$ cat src/rtl/fir_pkg.sv
// Shared definitions for the FIR filter controller and its datapath.
package fir_pkg;

    // Controller phases: wait for a sample, issue tap addresses, let the
    // pipeline empty, then hold the finished result.
    typedef enum logic [1:0] {
        IDLE  = 2'd0,
        MAC   = 2'd1,
        DRAIN = 2'd2,
        DONE  = 2'd3
    } fir_state_t;

    // Default tap count and address-to-accumulate latency of the datapath.
    localparam int unsigned COEFF_SIZE = 64;
    localparam int unsigned PIPE_DEPTH = 2;

endpackage

$ cat src/rtl/fir_controller.sv
// FIR filter sequencer: accepts one sample, steps the coefficient counter
// through every tap, tracks each issued address down the ROM/multiplier
// pipeline so the multiplier and accumulator enables line up with it, then
// holds the result until downstream takes it.
module fir_controller
    import fir_pkg::*;
#(
    parameter int unsigned coeff_size = COEFF_SIZE,
    parameter int unsigned pipe_depth = PIPE_DEPTH
) (
    input  logic clock,
    input  logic reset,
    input  logic flush,
    input  logic input_valid,
    output logic input_ready,
    output logic output_valid,
    input  logic output_ready,
    input  logic tc,
    output logic input_reset,
    output logic input_enable,
    output logic output_reset,
    output logic output_enable,
    output logic counter_reset,
    output logic counter_enable,
    output logic multiplier_reset,
    output logic multiplier_enable
);

    localparam int unsigned DCW = $clog2(pipe_depth + 1);

    // The tap count is set by the datapath counter (tc); only sanity-check it.
    if (coeff_size < 1 || pipe_depth < 1) begin : g_param_check
        $error("fir_controller: coeff_size and pipe_depth must both be at least 1");
    end

    fir_state_t            state;
    logic [DCW-1:0]        drain_cnt;
    // issue_dly[i] is set when an address was issued i+1 cycles ago.
    logic [pipe_depth-1:0] issue_dly;
    // issue_tap[d] is set when an address was issued d cycles ago (d=0: now).
    logic [pipe_depth:0]   issue_tap;
    logic                  in_mac;
    logic                  accept;

    assign in_mac    = (state == MAC);
    assign issue_tap = {issue_dly, in_mac};
    assign accept    = reset && !flush && (state == IDLE) && input_valid;

    // Sequencing FSM with the drain-length counter; flush overrides every transition.
    always_ff @(posedge clock or negedge reset) begin
        if (!reset) begin
            state     <= IDLE;
            drain_cnt <= '0;
        end else if (flush) begin
            state     <= IDLE;
            drain_cnt <= '0;
        end else begin
            case (state)
                IDLE: begin
                    if (input_valid) begin
                        state <= MAC;
                    end
                end
                MAC: begin
                    if (tc) begin
                        state     <= DRAIN;
                        drain_cnt <= '0;
                    end
                end
                DRAIN: begin
                    if (drain_cnt == DCW'(pipe_depth - 1)) begin
                        state <= DONE;
                    end else begin
                        drain_cnt <= drain_cnt + DCW'(1);
                    end
                end
                DONE: begin
                    if (output_ready) begin
                        state <= IDLE;
                    end
                end
                default: state <= IDLE;
            endcase
        end
    end

    // Shift a marker for every issued address so downstream enables follow it.
    always_ff @(posedge clock or negedge reset) begin
        if (!reset) begin
            issue_dly <= '0;
        end else if (flush) begin
            issue_dly <= '0;
        end else begin
            issue_dly <= issue_tap[pipe_depth-1:0];
        end
    end

    // Handshake and datapath controls, all decoded from registered state
    // except the accept-cycle strobes that depend on input_valid.
    assign input_ready       = reset && !flush && (state == IDLE);
    assign output_valid      = (state == DONE);
    assign input_enable      = accept;
    assign input_reset       = !reset || flush;
    assign counter_reset     = !reset || flush || accept;
    assign multiplier_reset  = !reset || flush || accept;
    assign output_reset      = !reset || flush || accept;
    assign counter_enable    = reset && !flush && in_mac;
    // The multiplier register is the last pipe stage; the accumulator follows it.
    assign multiplier_enable = reset && !flush && issue_tap[pipe_depth-1];
    assign output_enable     = reset && !flush && issue_tap[pipe_depth];

endmodule
$ cat config.mk
export PLATFORM = sky130hd
export DESIGN_NAME = fir_controller
export DESIGN_NICKNAME = d
export VERILOG_FILES = /design/src/rtl/fir_pkg.sv /design/src/rtl/fir_controller.sv
export SDC_FILE = /design/constraint.sdc
export NUM_CORES = 1
export LEC_CHECK = 0
export CORE_AREA = 5 5 42 44
export CTS_CLUSTER_SIZE = 8
export DETAILED_ROUTE_END_ITERATION = 7
export DIE_AREA = 0 0 47 49
export GPL_TIMING_DRIVEN = 1
export PLACE_DENSITY = 0.6
export SLEW_MARGIN = 25
export SYNTH_ARGS = -nofsm -noshare
export SYNTH_HDL_FRONTEND = slang
export SYNTH_SLANG_ARGS = --single-unit
$ cat constraint.sdc
create_clock -name clock -period 1.39 [get_ports clock]
set_input_delay 0.139 -clock clock [delete_from_list [all_inputs] [get_ports clock]]
set_output_delay 0.139 -clock clock [all_outputs]
set_load 0.02 [all_outputs]
## Word level (Yosys, flattened, before mapping)

Index checks and enable logic that the tools add are counted.

| storage, ports and cells | value |
|---|---|
| input port bits | 6 |
| bits in registers | 6 |
| logic and storage cells | 38 |

| operators by class | value |
|---|---|
| add/sub/neg operators | 1 |
| muxes and demuxes | 11 |
| reduce and logical (&&, ||, !) cells | 14 |
| equal/unequal tests | 9 |

Operators by type and width:

| operator | number |
|---|---|
| $mux 2 | 9 |
| $ne 3x3->1 const B | 4 |
| $pmux 2 s4 | 1 |
| $logic_and 1x1->1 | 6 |
| $eq 2x1->1 const B | 2 |
| $eq 2x2->1 const B | 2 |
| $pmux 2 s2 | 1 |
| $reduce_and 4->1 | 1 |
| $ne 3x2->1 const B | 1 |
| $reduce_and 3->1 | 1 |
| $reduce_bool 3->1 | 1 |
| $add 2x1->2 const B | 1 |
| $logic_not 1->1 | 2 |
| $logic_not 2->1 | 1 |
| $logic_or 1x1->1 | 2 |

## Longest topological paths before layout

Gate-level depths: netlist of the first run.

| logic depth | value |
|---|---|
| depth in word-level cells | 5 |
| mapped depth | 5 |
| gate-level depth less buffers | 5 |

## Least setup slack after synthesis of the first run

OpenSTA, ideal clock, no wires.

| timing | value |
|---|---|
| path kind | register to register |
| start point | reg state[0] |
| end point | reg state[1] |
| data arrival time | 1.173 ns |
| cell stages (with the launch flop) | 5 |
| setup time | 0.079 ns |
| clock period less this slack | 1.252 ns |
| path slack | 0.138 ns |
| buffers on the path | 0 |
| data required time | 1.311 ns |
| cell sequence | dfrtp_1 ha_1 nand2b_1 and4_4 mux2i_1 |

| between the ends | value |
|---|---|
| longest elaborated chain between the ends | 3 |
| elaborated cells on any way between the ends | 11 |
| classes of those cells | eq/ne: 7; mux: 2; reduce/logical: 2 |

RTL lines:

| item | RTL line | RTL |
|---|---|---|
| from (decl) | fir_controller.sv:36 | `fir_state_t state;` |
| from (signal assigned) | fir_controller.sv:52 | `state <= IDLE;` |
| from (signal assigned) | fir_controller.sv:55 | `state <= IDLE;` |
| from (signal assigned) | fir_controller.sv:61 | `state <= MAC;` |
| $eq 2x2->1 * | n/a |  |
| via output_valid | fir_controller.sv:16 | `output logic output_valid,` |
| $ne 3x2->1 (no line) / $pmux 2 s4 (equally long branches) | n/a |  |
| $reduce_and 4->1 (no line) / $mux 2 (equally long branches) | n/a |  |

The timed path passes the listed nets; every way through them passes the cells marked *.
A chain may end at the register's enable or synchronous reset.

## Worst setup path after layout of the first run

| timing | value |
|---|---|
| start point | reg state[0] |
| end point | out counter_enable |

| between the ends | value |
|---|---|
| longest elaborated chain between the ends | 2 |

RTL lines:

| item | RTL line | RTL |
|---|---|---|
| $eq 2x1->1 | fir_controller.sv:45 | `assign in_mac = (state == MAC);` |
| $logic_and 1x1->1 | fir_controller.sv:107 | `assign counter_enable = reset && !flush && in_mac;` |
| to (decl) | fir_controller.sv:24 | `output logic counter_enable,` |

No other way between the ends.

==> flow_summary.ini, run 1 <==
[outcome]
status = complete, but fails checks
failed_checks = negative setup slack

[synthesis]
synth_seq_area_share_pct = 32.43
synth_cell_type_count = 18
syn_area_sq_um = 462.9
syn-mean-instance-area_sq_um = 9.259
synth_top_area_share_pct = 32.43
synth_seq_cells = 6
synth_top_area_cell = dfrtp_1
synthCells = 50
syn_nets = 62
synth_warnings = 0
synth_area_leaders = dfrtp_1 32%, ha_1 16%, nand2b_1 9.5%

[floorplanning]
die_y_microns = 49
rows = 14
ios = 16
die_area_sq_um = 2303
core_sq_um = 1401
start_util_pct = 33.04
die_w_microns = 47

[cells_and_area]
area_delta_synth_final_pct = 87.84
fillers = 124
antenna_cells = 0
drive_above_1_share_pct = 55.13
fin_nets = 92
final_core_util_pct = 62.05

[sta]
tns_ns = -0.03033
finalHoldViolCount = 0
rsz0062_at_grt = yes
timing.fmax_ghz = 0.7048
min_period_ns = 1.419
slew_headroom_pct = 80.82
period_share_pct = 102.1
layout_setup_ws_ns = -0.02891
finalSetupViolations = 2
fin_worst_skew_ns = 0.003814
maxSlewViolCount = 0
worstMarginPinSlew_ns = 0.2872

[detailed_routing]
dr.pass1.iters = 2
final_antenna_net_count = 0
drt-initial-drc-count = 2
dr_total_vias = 445
routedWlPerCell_microns = 12.27
routed_wl_microns = 1153
viasPerCell = 4.734
post-route-drc-count = 0

[critical_path]
crit_family = flip-flops
crit_chain = buf_6 > ha_4 > nor2b_4 > and2_4 > buf_6
criticalPathCategory = register to output pin
critPathRequiredTime_ns = 1.25
end_kind = output pin
cp.arrival_ns = 1.28
path_buf_inv = 2
cp_common_cell = buf_6
crit_path_max_incr_delay_ns = 0.39
worst-path-max-fanout = 2
slowest_stage = dfrtp_1
start_kind = register

[global_routing]
grt_pass1_wl_microns = 1718
grt_antenna_before_repair = 0
grt-ovfl-total = 0
track_usage_pct = 10.08
grt_max_degree = 9
grt_pass1_vias = 433

[clocking]
cts_tree = built
cts.sink_count = 6
cts.clk_slew.worst_paths_ns = 0.04
cts_max_path_buffers = 2
numCtsBuffers = 3
ctsRootBufferMaster = clkbuf_4
htreeDepth = 1
clk_latency_ns = 0.24

[power_and_ir_drop]
p_leak_nw = 0.3947
power_density_nw_per_um2 = 1466
ir_worst_vdd_v = 0.0009505

[place]
dp_slack_ns = -0.3934
portBuffers = 15
dp_hpwl_microns = 777.8
routabilityCongestion = 0.6690

[worst_hold_path]
hold_path.class = input pin to async pin

[run]
drv_cap = 0
Yosys cell counts (all sizes together):
library cell,number
and2,5
o21ai,2
a41oi,1
nand2b,7
nand2,2
nor2,4
ha,6
dfrtp,6
inv,4
buf,2
nand3b,2
nor2b,3
and4,1
a21oi,1
a22oi,1
a211oi,1
mux2i,2
routing by layer:
layer  vias to the layer above  track usage, %  share of wire [%]
met1                       210           11.26                 36
met3                         0           4.428                6.1
met5                         -               0                  0
li1                        222               -                  -
met2                        13           17.42                 58
met4                         0           1.382                  0
power by group:
part,switching (mW),internal (mW)
registers,0.0258,0.216
logic,0.399,0.481
clock network,0.0563,0.0972
total,0.481,0.795
metrics by stage:
step                      power, mW  std cells  area, sq um  hold WS, ns
final                         1.275         94        869.6       0.2137
after global routing          1.387         94        869.6       0.2133
after CTS                     1.022         92        718.2       0.2052
after detailed placement     0.8250         88        685.7       0.4407
after global placement       0.8253         88        685.7       0.4419
after floorplan              0.5914         50        462.9      -0.1566
state kept, by name, indices dropped and copies added (netlist names):
signal,flops
drain_cnt,2
issue_dly,2
state,2
path summary, 6_finish.rpt:
path | from | end | slack (ns) | depth (start not counted)
setup / recovery | state[0] | counter_enable | -0.03 | 5
hold / removal | reset | state[1] | 0.21 | 2
setup reg to reg | state[0] | state[1] | 0.01 | 6
hold reg to reg | issue_dly[0] | issue_dly[1] | 0.50 | 1
max in group asynchronous | reset | issue_dly[0] | 1.05 | 2
min in group clock | flush | issue_dly[0] | 0.26 | 2
cells by family after synthesis:
logic type / synth area share [%]
AO/OA/AOI/OAI: 9.459
flip-flops: 32.43
multiplexers: 4.324
buffers and inverters: 6.485
adder cells (fa/ha/maj): 16.22
AND/OR/NAND/NOR: 31.08
cell type report:
cell class                      instances  area [sq um]  share of cell area (%)
Clock buffer                            3         22.52                   2.590
Inverter                                4         17.52                   2.014
Multi-Input combinational cell         38         407.9                   46.91
Sequential cell                         6         150.1                   17.27
Tap cell                               16         20.02                   2.302
Timing Repair Buffer                   27         251.5                   28.92
cell usage in the layout (no fill, tap or decap), types with 2 or more instances in the layout:
master           instances
and2_1                   3
buf_4                    9
buf_6                    9
clkbuf_4                 3
clkdlybuf4s50_1          4
dfrtp_1                  6
ha_1                     2
ha_4                     4
inv_1                    2
nand2_4                  2
nand2b_1                 4
nand2b_4                 3
nand3b_1                 2
nor2_1                   3
nor2b_4                  2
o21ai_1                  2
repair_timing:
action / CTS / global route
pin swaps: 1 / 10
setup buffers: 1 / 2
hold buffers: 0 / 0
setup endpoints to repair: 10 / 13
gates resized for setup: 42 / 38
No activity file was read; power rests on OpenSTA's default activity.
==> inputs of run 2 (changes only) <==
--- a/config.mk
+++ b/config.mk
@@ -11,6 +11,7 @@
 export DIE_AREA = 0 0 47 49
 export GPL_TIMING_DRIVEN = 1
 export PLACE_DENSITY = 0.6
+export SETUP_SLACK_MARGIN = 0.5
 export SLEW_MARGIN = 25
 export SYNTH_ARGS = -nofsm -noshare
 export SYNTH_HDL_FRONTEND = slang
==> flow_summary.ini, run 2 (synthesis results as in run 1) <==
[floorplanning]
die_y_microns = 49
die_w_microns = 47
ios = 16
rows = 14
core_sq_um = 1401
die_area_sq_um = 2303
start_util_pct = 33.04

[sta]
timing.fmax_ghz = 0.7299
fin_worst_skew_ns = 0.001320
slew_headroom_pct = 81.45
maxSlewViolCount = 0
finalSetupViolations = 0
worstMarginPinSlew_ns = 0.2774
min_period_ns = 1.370
layout_setup_ws_ns = 0.01997
rsz0062_at_grt = yes
finalHoldViolCount = 0
tns_ns = 0
period_share_pct = 98.56

[critical_path]
critPathRequiredTime_ns = 1.25
regToRegStartpoint = state[0]
criticalPathCategory = register to output pin
endpoint = counter_enable
cp-startpoint = state[1]
worst-path-max-fanout = 3
cp.arrival_ns = 1.23
start_kind = register
r2r-end = drain_cnt[1]
r2r_setup_slack_ns = 0.08
reg2reg_depth = 7
end_kind = output pin

[cells_and_area]
area_delta_synth_final_pct = 91.62
multi_input_area_sq_um = 414.1
final_cell_mix = 13 x buf_6, 9 x buf_4, 5 x dfrtp_1
layout_commonest_cell = buf_6
drive_above_1_share_pct = 65.82
instances_no_fill = 95
final_core_util_pct = 63.30
fillers = 127
top_regs = drain_cnt (2), issue_dly (2), state (2)
antenna_cells = 0
seq_area_sq_um = 151.4
fin_nets = 93

[place]
routabilityCongestion = 0.6689
place_inst = 88
portBuffers = 15
dp_hpwl_microns = 810.3
dp_slack_ns = -0.4763

[global_routing]
grt-ovfl-total = 0
grt_pass1_vias = 463
grt_pass1_wl_microns = 1925
grt_max_degree = 9
grt_antenna_before_repair = 0
track_usage_pct = 11.20

[detailed_routing]
dr_total_vias = 428
routed_wl_microns = 1183
final_antenna_net_count = 0
post-route-drc-count = 0
viasPerCell = 4.505
routedWlPerCell_microns = 12.45
drt-initial-drc-count = 4
dr.pass1.iters = 4

[clocking]
cts_tree = built
cts_max_path_buffers = 2
numCtsBuffers = 3
clk_latency_ns = 0.24
cts.sink_count = 6
htreeDepth = 1
ctsRootBufferMaster = clkbuf_4
cts.clk_slew.worst_paths_ns = 0.05

[run]
drv_cap = 0

[worst_hold_path]
hold_path.class = input pin to register
holdCritStartpoint = flush

[outcome]
status = complete, no violations

[power_and_ir_drop]
ir_worst_vdd_v = 0.0008578
power_density_nw_per_um2 = 1432
p_leak_nw = 0.3971
==> run 2: changes by cell type in the layout (fill, tap and decap cells not counted), sizes merged <==
cell,before,now
clkbuf,4,5
dlygate4sd3,0,1
dlymetal6s2s,1,0
dlygate4sd2,1,0
buf,19,22
clkdlybuf4s15,1,0
clkdlybuf4s50,4,3
==> run 2: worst min path at each step <==
| stage | endpoint | slack, ns | cells past startpoint |
|---|---|---|---|
| after detailed placement | drain_cnt[1] | 0.44 | 2 |
| after CTS | state[0] | 0.39 | 3 |
| after global routing | state[0] | 0.28 | 3 |
| after floorplan | drain_cnt[0] | -0.16 | 0 |
| final | state[0] | 0.27 | 3 |
| after global placement | drain_cnt[0] | 0.44 | 2 |
==> run 2: metrics by stage <==
stage / hold slack (ns) / power (mW) / area [sq um]
global route: 0.2784 / 1.367 / 887.1
global placement: 0.4420 / 0.8702 / 720.7
detailed placement: 0.4450 / 0.8667 / 720.7
finish: 0.2680 / 1.270 / 887.1
CTS: 0.3888 / 1.220 / 869.6
floorplan: -0.1566 / 0.6458 / 505.5
==> run 2: what timing repair did <==
action / in CTS / in global routing
resized for setup: 81 / 7
pin swaps: 7 / 0
endpoints found under the hold margin: 6 / 0
setup buffers: 3 / 0
setup endpoints to repair: 14 / 15
hold buffers: 1 / 0
==> run 2: area by class of cell <==
| class | instances | share of cell area [%] |
|---|---|---|
| multi-input cells | 38 | 46.69 |
| inverters | 4 | 1.693 |
| flip-flops and latches | 6 | 17.07 |
| clock buffers | 3 | 2.539 |
| repair buffers | 28 | 29.76 |
| well taps | 16 | 2.257 |
==> run 2: routing by layer <==
metal	up-vias	GRT usage [%]	part of all wire, %
met5	-	0	0
met4	0	2.765	0
met3	0	3.321	6.3
met2	14	19.46	53
met1	190	12.78	41
li1	224	-	-
==> run 2: critical path, cell delays in order (launching register included) <==
cell     delay [ns]
dfrtp_1        0.38
inv_2          0.10
ha_4           0.14
nor2b_4        0.13
and2_4         0.14
buf_6          0.10
==> run 2: power breakdown <==
| part | internal (mW) | switching, mW | total (mW) |
|---|---|---|---|
| logic | 0.474 | 0.383 | 0.857 |
| clock network | 0.0975 | 0.0599 | 0.157 |
| registers | 0.218 | 0.0374 | 0.256 |
==> inputs of run 3 (changes only) <==
--- a/config.mk
+++ b/config.mk
@@ -6,6 +6,7 @@
 export NUM_CORES = 1
 export LEC_CHECK = 0
 export CORE_AREA = 5 5 42 44
+export CTS_CLUSTER_DIAMETER = 60
 export CTS_CLUSTER_SIZE = 8
 export DETAILED_ROUTE_END_ITERATION = 7
 export DIE_AREA = 0 0 47 49
==> results of run 3 <==
The final DEF is identical to that of run 2; final timing and power are the same.
